File: src/rtl/mem_reinit_pkg.sv
// Shared types for the memory reinit controller: FSM state encoding and
// the default checksum width.
package mem_reinit_pkg;

   localparam int CSUM_W_DEFAULT = 16;

   typedef enum logic [2:0] {
      ST_IDLE,
      ST_WRITE,
      ST_READ,
      ST_TAIL,
      ST_CHECK,
      ST_DONE
   } reinit_state_t;

endpackage

File: src/rtl/mem_reinit_ctrl_if.sv
// Input word stream plus the write/read ports of the simple-dual-port memory.
// The master side is the controller; the slave side is the source and the RAM.
interface mem_reinit_ctrl_if #(
   parameter int WID_MEM = 8
);
   logic               s_valid;
   logic               s_ready;
   logic [WID_MEM-1:0] s_data;
   logic               mem_we;
   logic [31:0]        mem_waddr;
   logic [WID_MEM-1:0] mem_din;
   logic [31:0]        mem_raddr;
   logic [WID_MEM-1:0] mem_dout;

   modport master (
      input  s_valid, s_data, mem_dout,
      output s_ready, mem_we, mem_waddr, mem_din, mem_raddr
   );

   modport slave (
      output s_valid, s_data, mem_dout,
      input  s_ready, mem_we, mem_waddr, mem_din, mem_raddr
   );
endinterface

File: src/rtl/csum_acc.sv
// Wrapping additive checksum: clear has priority over enable, and each enabled
// word is zero-extended and summed modulo 2^CSUM_W.
module csum_acc
   import mem_reinit_pkg::*;
#(
   parameter int WID_MEM = 8,
   parameter int CSUM_W  = CSUM_W_DEFAULT
) (
   input  logic               clk,
   input  logic               reset,
   input  logic               clr_i,
   input  logic               en_i,
   input  logic [WID_MEM-1:0] data_i,
   output logic [CSUM_W-1:0]  sum_o
);

   logic [CSUM_W-1:0] sum_q, sum_d;

   // NOTE: sum_d gets a default before the ifs so no path leaves it unassigned (no latch).
   always_comb begin
      sum_d = sum_q;
      if (clr_i) begin
         sum_d = '0;
      end else if (en_i) begin
         sum_d = sum_q + CSUM_W'(data_i);
      end
   end

   always_ff @(posedge clk or posedge reset) begin
      if (reset) begin
         sum_q <= '0;
      end else begin
         sum_q <= sum_d;
      end
   end

   assign sum_o = sum_q;

endmodule

File: src/rtl/mem_reinit_ctrl.sv
// Writes DEPTH_MEM streamed words into the RAM, reads them all back and
// reports whether the readback checksum matches the written one.
module mem_reinit_ctrl
   import mem_reinit_pkg::*;
#(
   parameter int WID_MEM   = 8,
   parameter int DEPTH_MEM = 4096,
   parameter int CSUM_W    = CSUM_W_DEFAULT
) (
   input  logic                     clk,
   input  logic                     reset,
   input  logic                     start,
   mem_reinit_ctrl_if.master        bus,
   output logic                     busy,
   output logic                     done,
   output logic                     pass
);

   localparam int              PTR_W = $clog2(DEPTH_MEM);
   localparam logic [PTR_W-1:0] LAST = PTR_W'(DEPTH_MEM - 1);

   reinit_state_t     state_q;
   logic [PTR_W-1:0]  wptr_q;
   logic [PTR_W-1:0]  rptr_q;
   logic              rd_vld_q;
   logic              busy_q;
   logic              done_q;
   logic              pass_q;

   logic              start_acc;
   logic              wr_accept;
   logic [CSUM_W-1:0] wr_sum;
   logic [CSUM_W-1:0] rd_sum;

   assign start_acc = (state_q == ST_IDLE) && start;
   assign wr_accept = (state_q == ST_WRITE) && bus.s_valid;

   // Write side is combinational so a word is stored in the cycle it is accepted.
   assign bus.s_ready   = (state_q == ST_WRITE);
   assign bus.mem_we    = wr_accept;
   assign bus.mem_waddr = wr_accept ? 32'(wptr_q) : '0;
   assign bus.mem_din   = wr_accept ? bus.s_data : '0;
   assign bus.mem_raddr = 32'(rptr_q);

   assign busy = busy_q;
   assign done = done_q;
   assign pass = pass_q;

   csum_acc #(.WID_MEM(WID_MEM), .CSUM_W(CSUM_W)) u_wr_csum (
      .clk    (clk),
      .reset  (reset),
      .clr_i  (start_acc),
      .en_i   (wr_accept),
      .data_i (bus.s_data),
      .sum_o  (wr_sum)
   );

   csum_acc #(.WID_MEM(WID_MEM), .CSUM_W(CSUM_W)) u_rd_csum (
      .clk    (clk),
      .reset  (reset),
      .clr_i  (start_acc),
      .en_i   (rd_vld_q),
      .data_i (bus.mem_dout),
      .sum_o  (rd_sum)
   );

   // NOTE: all state updates use <= so every register samples pre-edge values.
   always_ff @(posedge clk or posedge reset) begin
      if (reset) begin
         state_q  <= ST_IDLE;
         wptr_q   <= '0;
         rptr_q   <= '0;
         rd_vld_q <= 1'b0;
         busy_q   <= 1'b0;
         done_q   <= 1'b0;
         pass_q   <= 1'b0;
      end else begin
         rd_vld_q <= (state_q == ST_READ);
         done_q   <= 1'b0;
         case (state_q)
            ST_IDLE: begin
               if (start) begin
                  state_q <= ST_WRITE;
                  wptr_q  <= '0;
                  rptr_q  <= '0;
                  pass_q  <= 1'b0;
                  busy_q  <= 1'b1;
               end
            end
            ST_WRITE: begin
               if (bus.s_valid) begin
                  if (wptr_q == LAST) begin
                     state_q <= ST_READ;
                     wptr_q  <= '0;
                  end else begin
                     wptr_q <= wptr_q + 1'b1;
                  end
               end
            end
            ST_READ: begin
               if (rptr_q == LAST) begin
                  state_q <= ST_TAIL;
                  rptr_q  <= '0;
               end else begin
                  rptr_q <= rptr_q + 1'b1;
               end
            end
            // Last read word lands in TAIL and is summed at its closing edge.
            ST_TAIL: state_q <= ST_CHECK;
            ST_CHECK: begin
               pass_q  <= (wr_sum == rd_sum);
               done_q  <= 1'b1;
               state_q <= ST_DONE;
            end
            ST_DONE: begin
               busy_q  <= 1'b0;
               state_q <= ST_IDLE;
            end
            default: state_q <= ST_IDLE;
         endcase
      end
   end

endmodule

File: src/flat_wrapper.sv
// flat-port wrapper written by rule: the top's interface ports become plain ports
module mem_reinit_ctrl_flat import mem_reinit_pkg::*;
#(
   parameter int WID_MEM   = 8,
   parameter int DEPTH_MEM = 4096,
   parameter int CSUM_W    = CSUM_W_DEFAULT
)
  (clk, reset, start, busy, done, pass, bus_s_valid, bus_s_data, bus_mem_dout, bus_s_ready, bus_mem_we, bus_mem_waddr, bus_mem_din, bus_mem_raddr);
  mem_reinit_ctrl_if #(.WID_MEM(WID_MEM)) bus_i ();
  input  logic clk;
  input  logic reset;
  input  logic start;
  output logic busy;
  output logic done;
  output logic pass;
  input wire logic [$bits(bus_i.s_valid)-1:0] bus_s_valid;
  input wire logic [$bits(bus_i.s_data)-1:0] bus_s_data;
  input wire logic [$bits(bus_i.mem_dout)-1:0] bus_mem_dout;
  output wire logic [$bits(bus_i.s_ready)-1:0] bus_s_ready;
  output wire logic [$bits(bus_i.mem_we)-1:0] bus_mem_we;
  output wire logic [$bits(bus_i.mem_waddr)-1:0] bus_mem_waddr;
  output wire logic [$bits(bus_i.mem_din)-1:0] bus_mem_din;
  output wire logic [$bits(bus_i.mem_raddr)-1:0] bus_mem_raddr;
  assign bus_i.s_valid = bus_s_valid;
  assign bus_i.s_data = bus_s_data;
  assign bus_i.mem_dout = bus_mem_dout;
  assign bus_s_ready = bus_i.s_ready;
  assign bus_mem_we = bus_i.mem_we;
  assign bus_mem_waddr = bus_i.mem_waddr;
  assign bus_mem_din = bus_i.mem_din;
  assign bus_mem_raddr = bus_i.mem_raddr;
  mem_reinit_ctrl #(.WID_MEM(WID_MEM), .DEPTH_MEM(DEPTH_MEM), .CSUM_W(CSUM_W)) u_core (.clk(clk), .reset(reset), .start(start), .bus(bus_i), .busy(busy), .done(done), .pass(pass));
endmodule
File: config.mk
export PLATFORM = sky130hd
export DESIGN_NAME = mem_reinit_ctrl_flat
export DESIGN_NICKNAME = d
export VERILOG_FILES = /design/src/rtl/mem_reinit_pkg.sv /design/src/rtl/mem_reinit_ctrl_if.sv /design/src/rtl/csum_acc.sv /design/src/rtl/mem_reinit_ctrl.sv /design/src/flat_wrapper.sv
export SDC_FILE = /design/constraint.sdc
export NUM_CORES = 1
export LEC_CHECK = 0
export CORE_MARGIN = 10
export CORE_UTILIZATION = 55
export CTS_CLUSTER_SIZE = 24
export DETAILED_ROUTE_END_ITERATION = 8
export GPL_ROUTABILITY_DRIVEN = 0
export HOLD_SLACK_MARGIN = 0.08
export PLACE_DENSITY = 0.86
export SLEW_MARGIN = 40
export SYNTH_ARGS = -nofsm -noshare
export SYNTH_HDL_FRONTEND = slang
export SYNTH_SLANG_ARGS = --single-unit
File: constraint.sdc
create_clock -name clk -period 3.8 [get_ports clk]
set_input_delay 0.76 -clock clk [delete_from_list [all_inputs] [get_ports clk]]
set_output_delay 0.76 -clock clk [all_outputs]
set_load 0.05 [all_outputs]
==> results of run 1 <==
==> state kept, by name (all words and copies together) (netlist names) <==
| register | count |
|---|---|
| u_core.busy | 1 |
| u_core.done | 1 |
| u_core.pass | 1 |
| u_core.rd_vld_q | 1 |
| u_core.rptr_q | 12 |
| u_core.state_q | 3 |
| u_core.u_rd_csum.sum_o | 16 |
| u_core.u_wr_csum.sum_o | 16 |
| u_core.wptr_q | 12 |
==> power groups by stage <==
stage | combinational [mW] | sequential (mW) | clock [mW]
after floorplan | 0.656 | 0.857 | 0
after global placement | 0.746 | 0.896 | 0
after detailed placement | 0.777 | 0.904 | 0
after CTS | 0.791 | 0.893 | 0.618
after global routing | 0.875 | 0.912 | 0.641
final | 0.803 | 0.896 | 0.610
==> worst min-delay path by stage <==
stage	to	slack, ps	cells past startpoint
2_1_floorplan	u_core.wptr_q[8]	460	1
3_3_place_gp	u_core.pass	490	2
5_1_grt	u_core.wptr_q[8]	570	1
3_5_place_dp	u_core.wptr_q[8]	520	1
6_report	u_core.wptr_q[8]	530	1
4_1_cts	u_core.wptr_q[8]	540	1
==> per-layer routing <==
metal  GRT usage, %  part of all wire (%)
met1           22.4                    41
met2           29.1                    50
met3           3.57                   6.7
met4           8.02                   2.1
met5              0                     0
==> cells by family after synthesis <==
| kind of cell | count (synthesis) |
|---|---|
| flops | 63 |
| buf+inv | 65 |
| mux | 14 |
| compound gates | 95 |
| simple gates | 175 |
| other cells | 1 |
| xor+xnor | 39 |
| fa+ha+maj | 20 |
==> final cells by class <==
type / instances / area, µm²
clock buffer: 10 / 138
sequential: 63 / 1580
timing repair buffer: 59 / 542
tap: 102 / 128
fill: 641 / 2670
multi-input combinational: 383 / 2430
inverter: 12 / 46.3
clock inverter: 6 / 70.1
==> synthesized netlist by cell type, types with 3 or more instances <==
master | n | share of area (%)
sky130_fd_sc_hd__a211oi_1 | 4 | 0.71
sky130_fd_sc_hd__a21o_1 | 9 | 1.6
sky130_fd_sc_hd__a21oi_1 | 25 | 2.9
sky130_fd_sc_hd__a22o_1 | 5 | 1.0
sky130_fd_sc_hd__and2_1 | 20 | 2.9
sky130_fd_sc_hd__and3_1 | 11 | 1.6
sky130_fd_sc_hd__and4_1 | 3 | 0.62
sky130_fd_sc_hd__buf_4 | 40 | 7.1
sky130_fd_sc_hd__clkbuf_1 | 9 | 0.79
sky130_fd_sc_hd__dfrtp_1 | 63 | 37
sky130_fd_sc_hd__ha_1 | 18 | 5.3
sky130_fd_sc_hd__inv_1 | 10 | 0.88
sky130_fd_sc_hd__mux2i_1 | 13 | 3.1
sky130_fd_sc_hd__nand2_1 | 38 | 3.4
sky130_fd_sc_hd__nand3_1 | 19 | 2.2
sky130_fd_sc_hd__nand3b_1 | 4 | 0.71
sky130_fd_sc_hd__nand4_1 | 10 | 1.5
sky130_fd_sc_hd__nor2_1 | 32 | 2.8
sky130_fd_sc_hd__nor3_1 | 8 | 0.94
sky130_fd_sc_hd__nor4_1 | 6 | 0.88
sky130_fd_sc_hd__o21ai_0 | 30 | 3.5
sky130_fd_sc_hd__o221ai_1 | 3 | 0.62
sky130_fd_sc_hd__o31ai_1 | 5 | 0.88
sky130_fd_sc_hd__or2_2 | 5 | 0.73
sky130_fd_sc_hd__or3_1 | 4 | 0.59
sky130_fd_sc_hd__or4_1 | 4 | 0.71
sky130_fd_sc_hd__xnor2_1 | 8 | 1.6
sky130_fd_sc_hd__xor2_1 | 31 | 6.4
==> worst max-delay path, delay by kind of cell, from the launching register on <==
kind	cells	cell delay [ps]
DFF	1	530
and+or+nand+nor	4	600
buffers and inverters	2	900
==> impl_summary.log, run 1 <==
[metrics] outcome: finished, final reports clean
[metrics] class of the tightest hold or removal check: reg -> reg
[metrics] end-of-flow core utilization: 64.9%
[metrics] sequential group share of total power: 38.8%
[metrics] element type at the critical path start: flip-flop
[metrics] number of routed nets with antenna violations: 0
[metrics] crit path max-delay cell type: sky130_fd_sc_hd__clkdlybuf4s50_1
[metrics] series of cell instances along the critical path: nor2_4 > nand2_4 > clkinv_2 > nand2_2 > nor2_1 > clkdlybuf4s50_1
[metrics] clock tree from TritonCTS: yes
[metrics] starting density of the core: 56.0%
[metrics] worst r2r dst: u_core.u_wr_csum.sum_o[15]
[metrics] Cell Area, Placed: 0.00472 mm²
[metrics] iteration-0 DRC count of the detailed router: 224
[metrics] number of flip-flops and latches in the synthesized netlist: 63
[metrics] endpoint arrival time on the critical path: 2380 ps
[metrics] number of antenna diodes: 0
[metrics] share of final-layout standard cells stronger than drive strength 1: 10.5%
[metrics] detailed-route via count: 3582
[metrics] final instance area: 0.00493 mm²
[metrics] final clock period utilization by the worst path: 82.7%
[metrics] per-cell via count in the routed design: 5.64
[metrics] Total Die Area: 0.0117 mm²
[metrics] Post-synth EDFFs: 0
[metrics] count of placed standard cells including taps: 619
[metrics] most frequent cells in the layout: sky130_fd_sc_hd__dfrtp_1, sky130_fd_sc_hd__conb_1, sky130_fd_sc_hd__nand2_1, sky130_fd_sc_hd__clkdlybuf4s50_1, sky130_fd_sc_hd__nor2_1
[metrics] aggregate global routing overflow: 0
[metrics] setup slack after layout: 656 ps
[metrics] # resized after CTS: 0
[metrics] Core ar.: 0.00761 mm²
[metrics] antenna violations before repair: 0
[metrics] number of placement rows: 32
[metrics] via count of the first global-routing pass: 3495
[metrics] clock slew seen by the registers of the worst setup and hold paths: 80 ps
[metrics] detailed placement HPWL: 7650 µm
[metrics] maxcap violations: 0
[metrics] mean instance size in the synthesized netlist: 9.02 µm²
[metrics] startpoint of the worst setup timing path: u_core.state_q[1]
[metrics] largest stage delay on the critical path: 810 ps
[metrics] residual DRC count: 0
[metrics] Routed Wire Length: 10500 µm
[metrics] Global Route Usage Sum: 17.8%
[metrics] final-report setup violation count: 0
[metrics] worst hold-check slack: 534 ps
[metrics] Net Switching: 0.919 mW
[metrics] fraction of synthesis flops using an asynchronous set or reset pin: 100%
[metrics] number of warnings reported in the yosys synthesis log: 0
[metrics] maximum fanout along the worst path: 12
[metrics] Worst-Margin Slew: 587 ps
[metrics] number of hold buffers added after CTS: 0
[metrics] Static Leak: 2.38 nW
[metrics] # clock sinks: 63
[metrics] Clock power frac: 26.4%
[metrics] sw frac: 39.8%
[metrics] IO Count: 97
[metrics] main combinational cell family by area after synthesis: simple AND/OR/NAND/NOR gates
[metrics] worst setup path endpoint: bus_mem_waddr[2]
[metrics] startpoint of the lowest-slack register-to-register path: u_core.state_q[1]
[metrics] cells on worst reg2reg path: 9
[metrics] Worst Setup End Kind: output pin
[metrics] Unique masters post-synth: 55
[metrics] post-synthesis adder-cell area fraction: 6.23%
[metrics] dpl ws: 644 ps
[metrics] H-tree level count: 3
[metrics] number of buffers on the longest clock path: 2
[metrics] routed len/inst: 16.5 µm
[metrics] Design Power: 2.31 mW
[metrics] worst-case register-to-register setup slack: 1240 ps
[metrics] Peak supply drop: 307 µV
[metrics] required time reported for the critical path endpoint: 3040 ps
[metrics] Post-CTS Repair Setup Buffers: 0
[metrics] hold path start: u_core.wptr_q[8]
[metrics] number of buffers added by the clock tree synthesis step: 9
[metrics] design internal power: 1.39 mW
[metrics] most used flip-flop cell after synthesis: sky130_fd_sc_hd__dfrtp_1
[metrics] number of buffers added on ports: 56
[metrics] unrepaired setup endpoints after global routing: no
[metrics] maximum clock skew at final layout: 4.14 ps
[metrics] Post-Synth Simple-Gate Area: 21.9%
[metrics] Clock Latency Late Sink: 350 ps
[metrics] TNS Setup: 0 ps
[metrics] post-synthesis to final-layout area growth: 15.9%
[metrics] post-synthesis cell count: 472
[metrics] Final Critical Period: 3140 ps
[metrics] remaining max-slew budget at the tightest pin: 60.8%
[metrics] part of the total power dissipated in combinational logic: 34.8%
[metrics] largest net degree at the start of global routing: 64
[metrics] multiplexer share of the synthesized area: 3.32%
[metrics] post-synthesis share of cell area spent on xor and xnor gates: 8.02%
[metrics] clock root buffer master: sky130_fd_sc_hd__clkbuf_8
[metrics] power density cells: 468 mW/mm²
[metrics] net count of the finished layout: 568
[metrics] Post-Layout Cell Count: 635
[metrics] commonest non-fill, non-tap cell in the layout: sky130_fd_sc_hd__dfrtp_1
[metrics] critical path class: reg -> out
[metrics] sequential element share of the synthesized area: 37.0%
[metrics] achievable clock frequency: 318 MHz
[metrics] first-pass GRT wire length: 16900 µm
[metrics] die height: 108 µm
[metrics] Slew Viols, Final: 0
[metrics] total count of hold-check failures in the final report: 0
[metrics] horizontal die dimension: 108 µm
[metrics] total iterations of the first detailed-routing run: 5
[metrics] Netlist Area Pre-Place: 0.00426 mm²
[metrics] Compound-Gate Fraction of Synth Area: 13.9%
Power figures use the tool's default switching activity.
==> run 2: changes to the inputs <==
CORE_UTILIZATION = 51   (was 55)
PLACE_DENSITY = 0.81   (was 0.86)
clock period = 3.2 ns   (was 3.8 ns; I/O delays follow)
==> run 2 against run 1 <==
Net effect:
- die area is 6.4% higher
- clock power up 41%
- global-route usage decreased by 1.3 points
- clock skew is 12 ps higher
==> impl_summary.log, run 2 (synthesized netlist as in run 1, its figures left out) <==
[metrics] number of antenna diodes: 0
[metrics] Routed Wire Length: 10500 µm
[metrics] clock tree from TritonCTS: yes
[metrics] achievable clock frequency: 343 MHz
[metrics] horizontal die dimension: 111 µm
[metrics] final instance area: 0.00520 mm²
[metrics] detailed-route via count: 3575
[metrics] number of hold buffers added after CTS: 0
[metrics] aggregate global routing overflow: 0
[metrics] share of final-layout standard cells stronger than drive strength 1: 11.0%
[metrics] maxcap violations: 0
[metrics] setup slack after layout: 281 ps
[metrics] endpoint arrival time on the critical path: 2280 ps
[metrics] first-pass GRT wire length: 17500 µm
[metrics] Static Leak: 2.48 nW
[metrics] number of buffers added on ports: 56
[metrics] most frequent cells in the layout: sky130_fd_sc_hd__dfrtp_1, sky130_fd_sc_hd__conb_1, sky130_fd_sc_hd__nand2_1
[metrics] H-tree level count: 3
[metrics] per-cell via count in the routed design: 5.59
[metrics] Slew Viols, Final: 0
[metrics] residual DRC count: 0
[metrics] count of placed standard cells including taps: 624
[metrics] final clock period utilization by the worst path: 91.2%
[metrics] final-report setup violation count: 0
[metrics] Clock power frac: 29.6%
[metrics] largest net degree at the start of global routing: 64
[metrics] Peak supply drop: 255 µV
[metrics] end-of-flow core utilization: 63.6%
[metrics] worst setup path endpoint: bus_mem_waddr[7]
[metrics] number of buffers added by the clock tree synthesis step: 9
[metrics] TNS Setup: 0 ps
[metrics] Clock Latency Late Sink: 340 ps
[metrics] series of cell instances along the critical path: nor2_4 > nand2_4 > clkinv_2 > nand2_2 > inv_2 > and2_1 > buf_12
[metrics] Worst Setup End Kind: output pin
[metrics] clock root buffer master: sky130_fd_sc_hd__clkbuf_8
[metrics] maximum fanout along the worst path: 30
[metrics] iteration-0 DRC count of the detailed router: 159
[metrics] detailed placement HPWL: 7770 µm
[metrics] part of the total power dissipated in combinational logic: 33.9%
[metrics] Post-Layout Cell Count: 640
[metrics] via count of the first global-routing pass: 3571
[metrics] starting density of the core: 52.1%
[metrics] Core ar.: 0.00818 mm²
[metrics] power density cells: 560 mW/mm²
[metrics] number of routed nets with antenna violations: 0
[metrics] post-synthesis to final-layout area growth: 22.2%
[metrics] net count of the finished layout: 570
[metrics] design internal power: 1.85 mW
[metrics] total count of hold-check failures in the final report: 0
[metrics] worst hold-check slack: 539 ps
[metrics] antenna violations before repair: 0
[metrics] remaining max-slew budget at the tightest pin: 59.2%
[metrics] Final Critical Period: 2920 ps
[metrics] class of the tightest hold or removal check: reg -> reg
[metrics] clock slew seen by the registers of the worst setup and hold paths: 70 ps
[metrics] dpl ws: 294 ps
[metrics] number of placement rows: 33
[metrics] routed len/inst: 16.4 µm
[metrics] total iterations of the first detailed-routing run: 4
[metrics] die height: 111 µm
[metrics] required time reported for the critical path endpoint: 2560 ps
[metrics] outcome: finished, final reports clean
[metrics] startpoint of the worst setup timing path: u_core.state_q[1]
[metrics] startpoint of the lowest-slack register-to-register path: u_core.state_q[1]
[metrics] commonest non-fill, non-tap cell in the layout: sky130_fd_sc_hd__dfrtp_1
[metrics] Design Power: 2.91 mW
[metrics] sw frac: 36.5%
[metrics] cells on worst reg2reg path: 9
[metrics] # resized after CTS: 0
[metrics] Global Route Usage Sum: 16.6%
[metrics] number of buffers on the longest clock path: 2
[metrics] Net Switching: 1.06 mW
[metrics] Cell Area, Placed: 0.00495 mm²
[metrics] critical path class: reg -> out
[metrics] element type at the critical path start: flip-flop
[metrics] maximum clock skew at final layout: 16.0 ps
[metrics] sequential group share of total power: 36.5%
[metrics] IO Count: 97
[metrics] Total Die Area: 0.0124 mm²
[metrics] unrepaired setup endpoints after global routing: no
[metrics] worst-case register-to-register setup slack: 590 ps
[metrics] worst r2r dst: u_core.u_wr_csum.sum_o[15]
[metrics] # clock sinks: 63
[metrics] Post-CTS Repair Setup Buffers: 0
[metrics] Worst-Margin Slew: 612 ps
[metrics] largest stage delay on the critical path: 530 ps
[metrics] crit path max-delay cell type: sky130_fd_sc_hd__dfrtp_1
## run 2: cell types whose count changed in the layout (fill, tap and decap cells not counted), sizes merged
cell / before / now
buf: 21 / 26
bufinv: 1 / 3
clkbuf: 10 / 11
clkdlybuf4s50: 38 / 35
clkinv: 3 / 1
clkinvlp: 3 / 2
## run 2: layout make-up
class                   count  area (µm²)
flip-flops and latches     63        1580
repair buffers             61         774
inverters                  12        46.3
fillers                   683        2970
clock inverters             5         105
well taps                 105         131
multi-input cells         383        2430
clock buffers              11         141
## run 2: power groups by stage
stage          sequential (mW)  combinational (mW)  clock [mW]
6_report                  1.06               0.988       0.862
5_1_grt                   1.08                1.08       0.911
4_1_cts                   1.06               0.983       0.872
3_5_place_dp              1.07               0.973           0
3_3_place_gp              1.06               0.941           0
2_1_floorplan             1.02               0.779           0
## run 2: routing by layer
metal | routed length [µm] | vias up | global-route usage (%)
li1 | - | 1709 | -
met2 | 5440 | 111 | 28.4
met5 | 0 | - | 0
met3 | 559 | 12 | 3.76
met1 | 4400 | 1743 | 20.1
met4 | 118 | 0 | 5.48
## run 2: critical path, delay by kind of cell (launching register included)
family	cells	cell delay [ps]
buffers and inverters	3	660
flip-flops	1	530
AND/OR/NAND/NOR	4	740
## run 2: worst min path at each step
stage                                start                to  slack (ps)  depth (start not counted)
final                     u_core.wptr_q[8]  u_core.wptr_q[8]         540                          1
after global routing      u_core.wptr_q[8]  u_core.wptr_q[8]         560                          1
after CTS                 u_core.wptr_q[8]  u_core.wptr_q[8]         540                          1
after detailed placement  u_core.wptr_q[8]  u_core.wptr_q[8]         530                          1
after global placement         u_core.pass       u_core.pass         500                          2
after floorplan           u_core.wptr_q[8]  u_core.wptr_q[8]         460                          1
==> run 3: changes to the inputs <==
CORE_ASPECT_RATIO = 0.6   (was default)
HOLD_SLACK_MARGIN = 0.05   (was 0.08)
==> run 3 against run 2 <==
Net effect:
- clock power up 24%
- hold slack worse by 25 ps
- largest power group is now clock
- die area up 0.97%
- first-iteration DRC count rose to 2.6 times the previous value
- critical endpoint is now bus_mem_din[6]
==> impl_summary.log, run 3 (synthesized netlist as in run 1, its figures left out) <==
[metrics] via count of the first global-routing pass: 3561
[metrics] residual DRC count: 0
[metrics] net count of the finished layout: 573
[metrics] number of buffers added by the clock tree synthesis step: 9
[metrics] maximum clock skew at final layout: 7.19 ps
[metrics] remaining max-slew budget at the tightest pin: 60.4%
[metrics] maxcap violations: 0
[metrics] Core ar.: 0.00801 mm²
[metrics] number of routed nets with antenna violations: 0
[metrics] aggregate global routing overflow: 0
[metrics] commonest non-fill, non-tap cell in the layout: sky130_fd_sc_hd__dfrtp_1
[metrics] # resized after CTS: 0
[metrics] largest net degree at the start of global routing: 28
[metrics] detailed-route via count: 3678
[metrics] share of final-layout standard cells stronger than drive strength 1: 11.7%
[metrics] number of buffers on the longest clock path: 2
[metrics] element type at the critical path start: flip-flop
[metrics] final clock period utilization by the worst path: 90.2%
[metrics] antenna violations before repair: 0
[metrics] per-cell via count in the routed design: 5.69
[metrics] unrepaired setup endpoints after global routing: no
[metrics] achievable clock frequency: 346 MHz
[metrics] series of cell instances along the critical path: nor2_4 > nand2_4 > clkinv_2 > nand2_2 > inv_2 > and2_1 > buf_12
[metrics] area of the multi-input gates: 0.00243 mm²
[metrics] IO Count: 97
[metrics] Peak supply drop: 375 µV
[metrics] Final Critical Period: 2890 ps
[metrics] cells on worst reg2reg path: 9
[metrics] power density cells: 595 mW/mm²
[metrics] first-pass GRT wire length: 18600 µm
[metrics] starting density of the core: 53.2%
[metrics] post-synthesis to final-layout area growth: 24.5%
[metrics] Reg area: 0.00158 mm²
[metrics] Global Route Usage Sum: 18.3%
[metrics] largest stage delay on the critical path: 530 ps
[metrics] critical path class: reg -> out
[metrics] worst-case register-to-register setup slack: 620 ps
[metrics] clock root buffer master: sky130_fd_sc_hd__clkbuf_16
[metrics] Slew Viols, Final: 0
[metrics] class of the tightest hold or removal check: reg -> reg
[metrics] clock slew seen by the registers of the worst setup and hold paths: 60 ps
[metrics] # clock sinks: 63
[metrics] total count of hold-check failures in the final report: 0
[metrics] number of hold buffers added after CTS: 0
[metrics] iteration-0 DRC count of the detailed router: 409
[metrics] H-tree level count: 3
[metrics] required time reported for the critical path endpoint: 2560 ps
[metrics] depth of the worst hold-timing path: 2
[metrics] maximum fanout along the worst path: 27
[metrics] clock tree from TritonCTS: yes
[metrics] horizontal die dimension: 138 µm
[metrics] most frequent cells in the layout: sky130_fd_sc_hd__dfrtp_1, sky130_fd_sc_hd__conb_1, sky130_fd_sc_hd__nand2_1
[metrics] end-of-flow core utilization: 66.2%
[metrics] outcome: finished, final reports clean
[metrics] routed len/inst: 17.7 µm
[metrics] crit path max-delay cell type: sky130_fd_sc_hd__dfrtp_1
[metrics] Total Die Area: 0.0125 mm²
[metrics] Clock Latency Late Sink: 340 ps
[metrics] number of antenna diodes: 0
[metrics] Static Leak: 2.53 nW
[metrics] number of placement rows: 25
[metrics] total iterations of the first detailed-routing run: 5
[metrics] final-report setup violation count: 0
[metrics] detailed placement HPWL: 8560 µm
[metrics] Post-CTS Repair Setup Buffers: 0
[metrics] Routed Wire Length: 11500 µm
[metrics] number of buffers added on ports: 56
[metrics] endpoint arrival time on the critical path: 2250 ps
[metrics] Worst Setup End Kind: output pin
[metrics] Worst-Margin Slew: 589 ps
[metrics] TNS Setup: 0 ps
[metrics] Filler Cells Inserted: 616
[metrics] die height: 90.8 µm
[run 3: per-layer routing]
layer  global-route usage, %  vias to the layer above  part of all wire, %
met5                       0                        -                    0
met3                    6.50                       14                  9.2
met1                    24.2                     1789                   43
li1                        -                     1721                    -
met4                    4.24                        0                  1.0
met2                    27.9                      154                   47
[run 3: final cells by class]
cell class / count / area share (%)
inverters: 12 / 0.873
clock inverters: 7 / 1.84
multi-input cells: 383 / 45.8
flip-flops and latches: 63 / 29.7
clock buffers: 9 / 4.25
well taps: 108 / 2.55
repair buffers: 64 / 15.0
[run 3: final timing paths]
check	from	endpoint
worst max-delay path	u_core.state_q[1]	bus_mem_din[6]
worst min-delay path	u_core.pass	u_core.pass
worst max register to register	u_core.state_q[1]	u_core.u_wr_csum.sum_o[15]
worst min register to register	u_core.pass	u_core.pass
max in group asynchronous	reset	u_core.wptr_q[8]
min in group asynchronous	reset	u_core.rptr_q[0]
[run 3: per-stage QoR]
step           hold WS (ps)  power [mW]  setup slack, ps  area, µm²  std cells
2_1_floorplan           464        1.80              274       4400        511
3_3_place_gp            494        2.01              448       4980        630
3_5_place_dp            505        2.05              340       4980        630
4_1_cts                 514        3.13              303       5300        646
5_1_grt                 552        3.30              130       5300        646
6_report                514        3.15              312       5300        646
[run 3: critical path: cells and delay by family (launching register included)]
kind | cells | cell delay, ps
DFF | 1 | 530
and+or+nand+nor | 4 | 760
buffers and inverters | 3 | 610
[run 3: power breakdown]
group | total (mW) | switching [mW] | internal (mW)
Combinational | 1.02 | 0.615 | 0.410
Clock | 1.07 | 0.389 | 0.682
Sequential | 1.06 | 0.152 | 0.904
